==> src/rtl/uart_rx_module.sv <==
// 8N1 UART receiver: 2-FF synchroniser, mid-bit sampling, framing/overrun flags.
// Define UART_RX_MAJORITY_EN for 2-of-3 majority bit decisions.
module uart_rx_module #(
    parameter int CLK_DIV  = 217,
    parameter int HALF_DIV = CLK_DIV / 2
) (
    input  logic       clk,
    input  logic       reset_n,
    input  logic       rx,
    input  logic       data_ack,
    output logic [7:0] data_out,
    output logic       valid,
    output logic       frame_err,
    output logic       overrun,
    output logic       busy
);

    localparam logic [15:0] BIT_M1  = 16'(CLK_DIV - 1);
    localparam logic [15:0] HALF_M1 = 16'(HALF_DIV - 1);

    typedef enum logic [2:0] {
        IDLE,
        START,
        DATA,
        STOP,
        BRK
    } state_t;

    state_t      state;
    logic        rx_meta;
    logic        rx_s;
    logic [15:0] clk_cnt;
    logic [3:0]  bit_cnt;
    logic [7:0]  shift;
    logic        pending;
    logic        bit_val;

`ifdef UART_RX_MAJORITY_EN
    logic s2;
    logic s1;

    always_ff @(posedge clk or negedge reset_n) begin
        if (!reset_n) begin
            s2 <= 1'b1;
            s1 <= 1'b1;
        end else begin
            if (clk_cnt == 16'd2) s2 <= rx_s;
            if (clk_cnt == 16'd1) s1 <= rx_s;
        end
    end

    assign bit_val = (s2 & s1) | (s2 & rx_s) | (s1 & rx_s);
`else
    assign bit_val = rx_s;
`endif

    assign busy = (state != IDLE);

    always_ff @(posedge clk or negedge reset_n) begin
        if (!reset_n) begin
            state     <= IDLE;
            rx_meta   <= 1'b1;
            rx_s      <= 1'b1;
            clk_cnt   <= '0;
            bit_cnt   <= '0;
            shift     <= '0;
            data_out  <= '0;
            valid     <= 1'b0;
            frame_err <= 1'b0;
            overrun   <= 1'b0;
            pending   <= 1'b0;
        end else begin
            rx_meta   <= rx;
            rx_s      <= rx_meta;
            valid     <= 1'b0;
            frame_err <= 1'b0;
            if (data_ack) begin
                pending <= 1'b0;
                overrun <= 1'b0;
            end
            unique case (state)
                IDLE: begin
                    if (!rx_s) begin
                        clk_cnt <= HALF_M1;
                        state   <= START;
                    end
                end
                START: begin
                    if (clk_cnt == 16'd0) begin
                        if (!bit_val) begin
                            clk_cnt <= BIT_M1;
                            bit_cnt <= '0;
                            state   <= DATA;
                        end else begin
                            state <= IDLE;
                        end
                    end else begin
                        clk_cnt <= clk_cnt - 16'd1;
                    end
                end
                DATA: begin
                    if (clk_cnt == 16'd0) begin
                        shift   <= {bit_val, shift[7:1]};
                        bit_cnt <= bit_cnt + 4'd1;
                        clk_cnt <= BIT_M1;
                        if (bit_cnt == 4'd7) state <= STOP;
                    end else begin
                        clk_cnt <= clk_cnt - 16'd1;
                    end
                end
                STOP: begin
                    if (clk_cnt == 16'd0) begin
                        if (bit_val) begin
                            // a same-cycle ack consumes the old byte, so no overrun
                            data_out <= shift;
                            valid    <= 1'b1;
                            pending  <= 1'b1;
                            overrun  <= data_ack ? 1'b0 : (overrun | pending);
                            state    <= IDLE;
                        end else begin
                            frame_err <= 1'b1;
                            state     <= BRK;
                        end
                    end else begin
                        clk_cnt <= clk_cnt - 16'd1;
                    end
                end
                BRK: begin
                    if (rx_s) state <= IDLE;
                end
                default: state <= IDLE;
            endcase
        end
    end

endmodule
==> config.mk <==
export PLATFORM = sky130hd
export DESIGN_NAME = uart_rx_module
export DESIGN_NICKNAME = d
export VERILOG_FILES = /design/src/rtl/uart_rx_module.sv
export SDC_FILE = /design/constraint.sdc
export NUM_CORES = 1
export LEC_CHECK = 0
export BUFFER_PORTS_ARGS = -buffer_cell sky130_fd_sc_hd__buf_2
export CORE_ASPECT_RATIO = 1.25
export CORE_MARGIN = 5
export CORE_UTILIZATION = 45
export CTS_CLUSTER_SIZE = 12
export DETAILED_ROUTE_END_ITERATION = 10
export HOLD_SLACK_MARGIN = 0.06
export SYNTH_ARGS = -nofsm -noshare
export SYNTH_HDL_FRONTEND = slang
export SYNTH_SLANG_ARGS = --single-unit
==> constraint.sdc <==
create_clock -name clk -period 3.1 [get_ports clk]
set_clock_uncertainty 0.05 [all_clocks]
set_input_delay 0.31 -clock clk [delete_from_list [all_inputs] [get_ports clk]]
set_output_delay 0.31 -clock clk [all_outputs]
set_load 0.005 [all_outputs]
# ---- Word-level counts from Yosys, hierarchy flattened
# Cells that the tools add are included.
dict set report totals {
  ff_bits 45
  input_bits 4
}
dict set report op_classes {
  addsub 2
  n_eq_ne 14
  muxes 34
  n_bitwise 1
  reduce_logical 10
}
# operator n
set ops {}
lappend ops {{$mux W16} 5}
lappend ops {{$pmux W16 S4} 1}
lappend ops {{$mux W3} 7}
lappend ops {{$logic_not A16 Y1} 1}
lappend ops {{$ne A2 B2 Y1 const B} 8}
lappend ops {{$sub A16 B1 Y16 const B} 1}
lappend ops {{$mux W1} 15}
lappend ops {{$pmux W3 S5} 1}
lappend ops {{$mux W4} 3}
lappend ops {{$pmux W4 S2} 1}
lappend ops {{$reduce_and A4 Y1} 2}
lappend ops {{$eq A3 B2 Y1 const B} 2}
lappend ops {{$reduce_and A6 Y1} 1}
lappend ops {{$add A4 B1 Y4 const B} 1}
lappend ops {{$eq A4 B3 Y1 const B} 1}
lappend ops {{$reduce_bool A4 Y1} 1}
lappend ops {{$eq A3 B1 Y1 const B} 1}
lappend ops {{$eq A3 B3 Y1 const B} 1}
lappend ops {{$logic_not A3 Y1} 1}
lappend ops {{$ne A3 B3 Y1 const B} 1}
lappend ops {{$reduce_and A3 Y1} 1}
lappend ops {{$reduce_bool A3 Y1} 1}
lappend ops {{$mux W2} 1}
lappend ops {{$reduce_and A2 Y1} 1}
lappend ops {{2 further kinds} 2}

# ---- Logic depth before layout (Yosys ltp)
# Gate-level depths: netlist (run 1).
dict set report logic_depth {
  ltp_word 5
  depth_mapped 8
}

# ---- Worst setup path before layout (run 1)
# No wires, ideal clock.
dict set report synth_timing {
  kind {register -> register}
  from {reg clk_cnt[8]}
  to {reg data_out[0]}
  setup_time_ns 0.125
  t_arrival_ns 2.241
  slack_ns 0.684
  stages_incl_launch_ff 6
  synth_period_minus_slack_ns 2.416
  path_cell_list {dfrtp_1 -> or4_4 -> or4_4 -> nor4_4 -> buf_6 -> mux2_2}
}
dict set report synth_via {
  elab_chain_cells 2
}
# item line_no
set synth_lines {}
lappend synth_lines {{from (decl)} 32} ;# logic [15:0] clk_cnt;
lappend synth_lines {{from (signal assigned)} 98} ;# clk_cnt <= clk_cnt - 16'd1;
lappend synth_lines {{from (signal assigned)} 108} ;# clk_cnt <= clk_cnt - 16'd1;
lappend synth_lines {{from (signal assigned)} 125} ;# clk_cnt <= clk_cnt - 16'd1;
lappend synth_lines {{$logic_not A16 Y1} 112} ;# if (clk_cnt == 16'd0) begin
lappend synth_lines {{$reduce_and A3 Y1 (no line)} -}
lappend synth_lines {{to (signal assigned)} 115} ;# data_out <= shift;
lappend synth_lines {{to (decl)} 11} ;# output logic [7:0] data_out,
# No other way between the ends.
# A chain may end at the register's enable or synchronous reset.

# ---- Final worst setup path (run 1)
dict set report layout_timing {
  from {reg clk_cnt[8]}
  to {reg shift[3]}
}
dict set report layout_via {
  elab_chain_cells 2
}
# item line_no
set layout_lines {}
lappend layout_lines {{$logic_not A16 Y1} 102} ;# if (clk_cnt == 16'd0) begin
lappend layout_lines {{$reduce_and A2 Y1 (no line)} -}
lappend layout_lines {{to (signal assigned)} 103} ;# shift <= {bit_val, shift[7:1]};
lappend layout_lines {{to (decl)} 34} ;# logic [7:0] shift;
# No other way between the ends.

==> impl_metrics.yaml, run 1 <==
global_routing:
  grt_pass1_wl_um: 9570
  grt_pass1_vias: 1941
  met1_usage_pct: 24.1
  grt_util_met3_pct: 2.74
  track_usage_pct: 17.5
  busiest_layer: "met2"
  grt_overflow_total: 0
  grt_antenna_before_repair: 0
  grt_max_degree: 46
  grt_use_met2_pct: 27.9
clocking:
  clk_path_buf_depth: 2
  htree_levels: 2
  ctsResizeCount: 0
  numCtsBuffers: 5
  clkTransAtPathRegs_ps: 90
  cts_tree: "built"
  clock_tree.root_cell: "clkbuf_8"
  clk_latency_ps: 300
  cts_sinks: 45
floorplan:
  start_util_pct: 46.9
  core_region_area_um2: 5120
  pin_count: 16
  die_y_um: 91.7
  core.rowCount: 29
  die_area_um2: 6910
  fp.dieW_um: 75.3
finish:
  drive_gt1_share_pct: 23.9
  fillers: 479
  antenna_cells: 0
  layout.nets: 257
  fin_area_um2: 2680
  instances_no_fill: 313
  area_growth_pct: 11.5
synthesis:
  synth-seq-area-share_pct: 47.0
  ys_warn_count: 0
  synth.avg_cell_area_um2: 10.4
  synthTopCellsByCount: "dfrtp_1, nor2_1, mux2_2"
  synth_nets: 237
  synthArstFlopShare_pct: 100
  yosys_register_bits: 45
  yosys_most_used_dff: "dfrtp_1"
  synthTopCellsByArea: "dfrtp_1, mux2_2, nor2_1"
  syn_inst: 230
  synth_edf_count: 0
  yosysMostFrequentCell: "dfrtp_1"
  yosysTopAreaCell: "dfrtp_1"
  synth_top_area_share_pct: 44.8
  netlist_area_um2: 2400
  netlist-cell-type-count: 56
worst_setup_path:
  crit_family: "simple AND/OR/NAND/NOR gates"
  worst_setup_path_start_kind: "flop"
  critPathCaptureType: "flop"
  arrival_ps: 2730
  path_class: "flop to flop"
  path_cells: "or4_4 -> nor4_4 -> nand2_2 -> nor2_2 -> mux2_2"
  crit_path_top_delay_cell: "or4_4"
  crit_fanout: 9
  path_buf_inv: 0
  slowest_delay_ps: 600
  crit_required_ps: 3230
  reg2reg_slack_ps: 500
detailed_routing:
  drt_iter0_drc: 153
  avgViaCountPerCell: 6.07
  drc: 0
  firstDrtPassIters: 4
  post_drt_wl_per_cell_um: 17.2
  vias: 1899
  wl_um: 5400
  ant_nets: 0
place:
  place_area_um2: 2560
  pre_cts_slack_ps: 544
  gp_congestion: 0.899
  port_buffers: 15
  dp.cells: 304
  hpwlAfterDp_um: 3770
timing:
  rsz0062_at_grt: "no"
  max_clock_freq_ghz: 0.385
  hold_viol: 0
  worst_pin_slew_ps: 977
  setup_viol: 0
  whs_ps: 116
  post-route-period-util_pct: 83.8
  max-slew-margin-rel_pct: 34.9
  slew_viol_final: 0
  tns_ps: 0
  fin_crit_ps: 2600
  setup_ws_ps: 501
flow_run:
  cap_violations: 0
power:
  ir_drop_v: 0.000259
  leakage_nw: 1.28
  clockPowerShare_pct: 42.4
  switching_share_pct: 21.3
  internal_power_w: 0.000835
  power_switching_w: 0.000225
  p_seq_share_pct: 55.7
  comb_power_share_pct: 1.9
  power_density_nw_per_um2: 396
min_path:
  hp-class: "input port to async pin"
outcome:
  outcome: "completed"
-- metrics by stage --
stage | util [%] | total power, W
2_1_floorplan | - | 0.000607
3_3_place_gp | 50.0 | 0.000623
3_5_place_dp | 50.0 | 0.000623
4_1_cts | 52.3 | 0.00108
5_1_grt | 52.3 | 0.00110
6_report | 52.3 | 0.00106
-- placed cells by master (no fill, tap or decap), types with 3 or more instances in the layout --
cell and count:
buf_2 15, nand4_1 8, o21ai_0 9, nand2_1 8
or3_1 4, o31ai_1 4, a21oi_1 11, nor4_1 5
or2_2 3, o211a_1 3, buf_4 7, inv_1 10
ha_1 3, or4_1 3, dfrtp_1 43, mux2_2 17
clkbuf_8 5, a21o_1 3, nor2_1 22, nand3_1 5
a311oi_1 3, nor3_1 10, and3_1 3, nor4_4 3
-- final timing paths --
path / start / end / cells past startpoint
worst max register to register: clk_cnt[8] / shift[3] / 5
worst max-delay path: clk_cnt[8] / shift[3] / 5
worst min register to register: rx_meta / bit_val / 0
max in group asynchronous: reset_n / clk_cnt[0] / 1
worst min-delay path: reset_n / clk_cnt[7] / 1
min in group clk: data_ack / overrun / 2
-- layout make-up --
| cell class | count | area, µm² | area share, % |
|---|---|---|---|
| Clock buffer | 6 | 72.6 | 2.71 |
| Inverter | 10 | 37.5 | 1.40 |
| Sequential cell | 45 | 1130 | 42.1 |
| Tap cell | 62 | 77.6 | 2.90 |
| Timing Repair Buffer | 23 | 138 | 5.14 |
| Clock inverter | 2 | 38.8 | 1.45 |
| Multi-Input combinational cell | 165 | 1180 | 44.3 |
-- cell families (layout without fill, tap and decap cells) --
| family | count (synthesis) | after routing | share of synthesized area [%] |
|---|---|---|---|
| simple gates | 86 | 86 | 21.4 |
| compound gates | 55 | 55 | 16.9 |
| flops | 45 | 45 | 47.0 |
| buf+inv | 20 | 41 | 3.65 |
| mux | 19 | 19 | 8.81 |
| fa+ha+maj | 3 | 3 | 1.56 |
| xor+xnor | 2 | 2 | 0.730 |
-- repair_timing --
item,CTS,global route
setup endpoints to repair,0,0
hold endpoints to repair,1,0
hold buffers,1,0
buffers inserted,0,0
-- flip-flops by register name, summed over array words and instances, names as in the netlist --
signal and count:
bit_cnt 4, bit_val 1, clk_cnt 16, data_out 8, frame_err 1, overrun 1
pending 1, rx_meta 1, shift 8, state 3, valid 1
-- metal layers --
metal  part of all wire (%)  routed length [µm]  vias to the layer above
li1                       -                   -                      919
met3                    4.6                 248                        9
met1                     46                2480                      905
met2                     48                2600                       66
met4                    1.2                  66                        0
met5                      0                   0                        -
-- power groups by stage --
stage	Clock (W)	Combinational, W	Sequential [W]
after floorplan	0	0.00000608	0.000601
after global placement	0	0.0000201	0.000602
after detailed placement	0	0.0000202	0.000603
after CTS	0.000466	0.0000214	0.000591
after global routing	0.000486	0.0000237	0.000591
final	0.000449	0.0000200	0.000591
Power figures use the tool's default switching activity.
==> run 2, diff against run 1 <==
==> constraint.sdc (replaced) <==
create_clock -name clk -period 2.55 [get_ports clk]
set_clock_uncertainty 0.05 [all_clocks]
set_input_delay 0.255 -clock clk [delete_from_list [all_inputs] [get_ports clk]]
set_output_delay 0.255 -clock clk [all_outputs]
set_load 0.005 [all_outputs]
==> impl_metrics.yaml, run 2 (synthesis results as in run 1) <==
floorplan:
  die_area_um2: 6910
  die_y_um: 91.7
  start_util_pct: 46.9
  fp.dieW_um: 75.3
  pin_count: 16
  core.rowCount: 29
  core_region_area_um2: 5120
power:
  comb_power_share_pct: 2.3
  switching_share_pct: 20.9
  p_seq_share_pct: 55.8
  power_density_nw_per_um2: 456
  power_switching_w: 0.000270
  internal_power_w: 0.00102
  ir_drop_v: 0.000270
  leakage_nw: 1.37
  clockPowerShare_pct: 41.9
timing:
  post-route-period-util_pct: 96.4
  setup_viol: 0
  whs_ps: 309
  slew_viol_final: 0
  tns_ps: 0
  max-slew-margin-rel_pct: 64.2
  hold_viol: 0
  max_clock_freq_ghz: 0.407
  rsz0062_at_grt: "no"
  worst_pin_slew_ps: 538
  fin_crit_ps: 2460
detailed_routing:
  drt_iter0_drc: 106
  vias: 1972
  ant_nets: 0
  wl_um: 5520
  drc: 0
  firstDrtPassIters: 4
  post_drt_wl_per_cell_um: 16.7
  avgViaCountPerCell: 5.98
clocking:
  cts_tree: "built"
  clock_tree.root_cell: "clkbuf_8"
  post_cts_buffers: 0
  ctsResizeCount: 0
  clkTransAtPathRegs_ps: 80
  cts_sinks: 45
  numCtsBuffers: 5
  htree_levels: 2
  cts.hold.buffers_added: 3
  clk_latency_ps: 300
  clk_path_buf_depth: 2
global_routing:
  met1_usage_pct: 22.3
  busiest_layer: "met2"
  grt_overflow_total: 0
  grt_pass1_wl_um: 9670
  grt_max_degree: 30
  grt_use_met2_pct: 30.0
  grt_pass1_vias: 2004
  grt_util_met3_pct: 3.28
  track_usage_pct: 17.8
  grt_antenna_before_repair: 0
worst_setup_path:
  path_class: "flop to flop"
  crit_fanout: 11
  crit_top_cell: "or4_4"
  crit_required_ps: 2690
  worst-path-stages: 5
  arrival_ps: 2590
  path_cells: "or4_4 -> or4_4 -> nor4_4 -> buf_4 -> mux2_2"
  crit_family: "simple AND/OR/NAND/NOR gates"
  crit_path_top_delay_cell: "or4_4"
  slowest_delay_ps: 560
  worst_setup_path_start_kind: "flop"
  r2r_cells: 5
  path_buf_inv: 1
  critPathCaptureType: "flop"
finish:
  fin_util_pct: 55.2
  layout_common_cells: "dfrtp_1, nor2_1, buf_4"
  fin_area_um2: 2820
  top_regs: "clk_cnt: 16 flops, data_out: 8 flops, shift: 8 flops"
  drive_gt1_share_pct: 28.0
  largest_reg_flops: 16
  final_common_cell: "dfrtp_1"
  largest-register: "clk_cnt"
  antenna_cells: 0
  layout.nets: 274
  area_growth_pct: 17.6
place:
  place_area_um2: 2680
  port_buffers: 15
  gp_congestion: 0.834
  hpwlAfterDp_um: 4130
flow_run:
  cap_violations: 0
min_path:
  holdPathStages: 0
  hp-class: "flop to flop"
outcome:
  outcome: "completed"
run 2: cell type report:
| cell class | instances | area, µm² |
|---|---|---|
| clock buffer | 6 | 72.6 |
| timing repair buffer | 40 | 283 |
| sequential | 45 | 1130 |
| multi-input combinational | 165 | 1180 |
| fill | 479 | 2290 |
| clock inverter | 2 | 38.8 |
| tap | 62 | 77.6 |
| inverter | 10 | 37.5 |
run 2: per-layer routing:
metal,share of wire [%],up-vias
met2,52,41
li1,-,948
met4,2.1,0
met5,0,-
met3,3.7,11
met1,42,972
run 2: power groups by stage:
stage	clock network, W	logic (W)	registers [W]
floorplan	0	0.00000739	0.000730
global placement	0	0.0000275	0.000733
detailed placement	0	0.0000275	0.000733
CTS	0.000558	0.0000312	0.000719
global route	0.000588	0.0000350	0.000719
finish	0.000540	0.0000298	0.000718
run 2: path summary, 6_finish.rpt:
kind	startpoint	to	slack, ps
min in group asynchronous	reset_n	clk_cnt[7]	360
worst max register to register	clk_cnt[9]	data_out[1]	90
worst min-delay path	rx_meta	bit_val	310
max in group asynchronous	reset_n	rx_meta	1340
worst max-delay path	clk_cnt[9]	data_out[1]	90
worst min register to register	rx_meta	bit_val	310
run 2: per-stage QoR:
stage          cells  setup slack [ps]  total power, W
2_1_floorplan    230               134        0.000738
3_3_place_gp     319               102        0.000760
3_5_place_dp     319              94.3        0.000760
4_1_cts          330              73.0         0.00131
5_1_grt          330              5.19         0.00134
6_report         330              92.4         0.00129
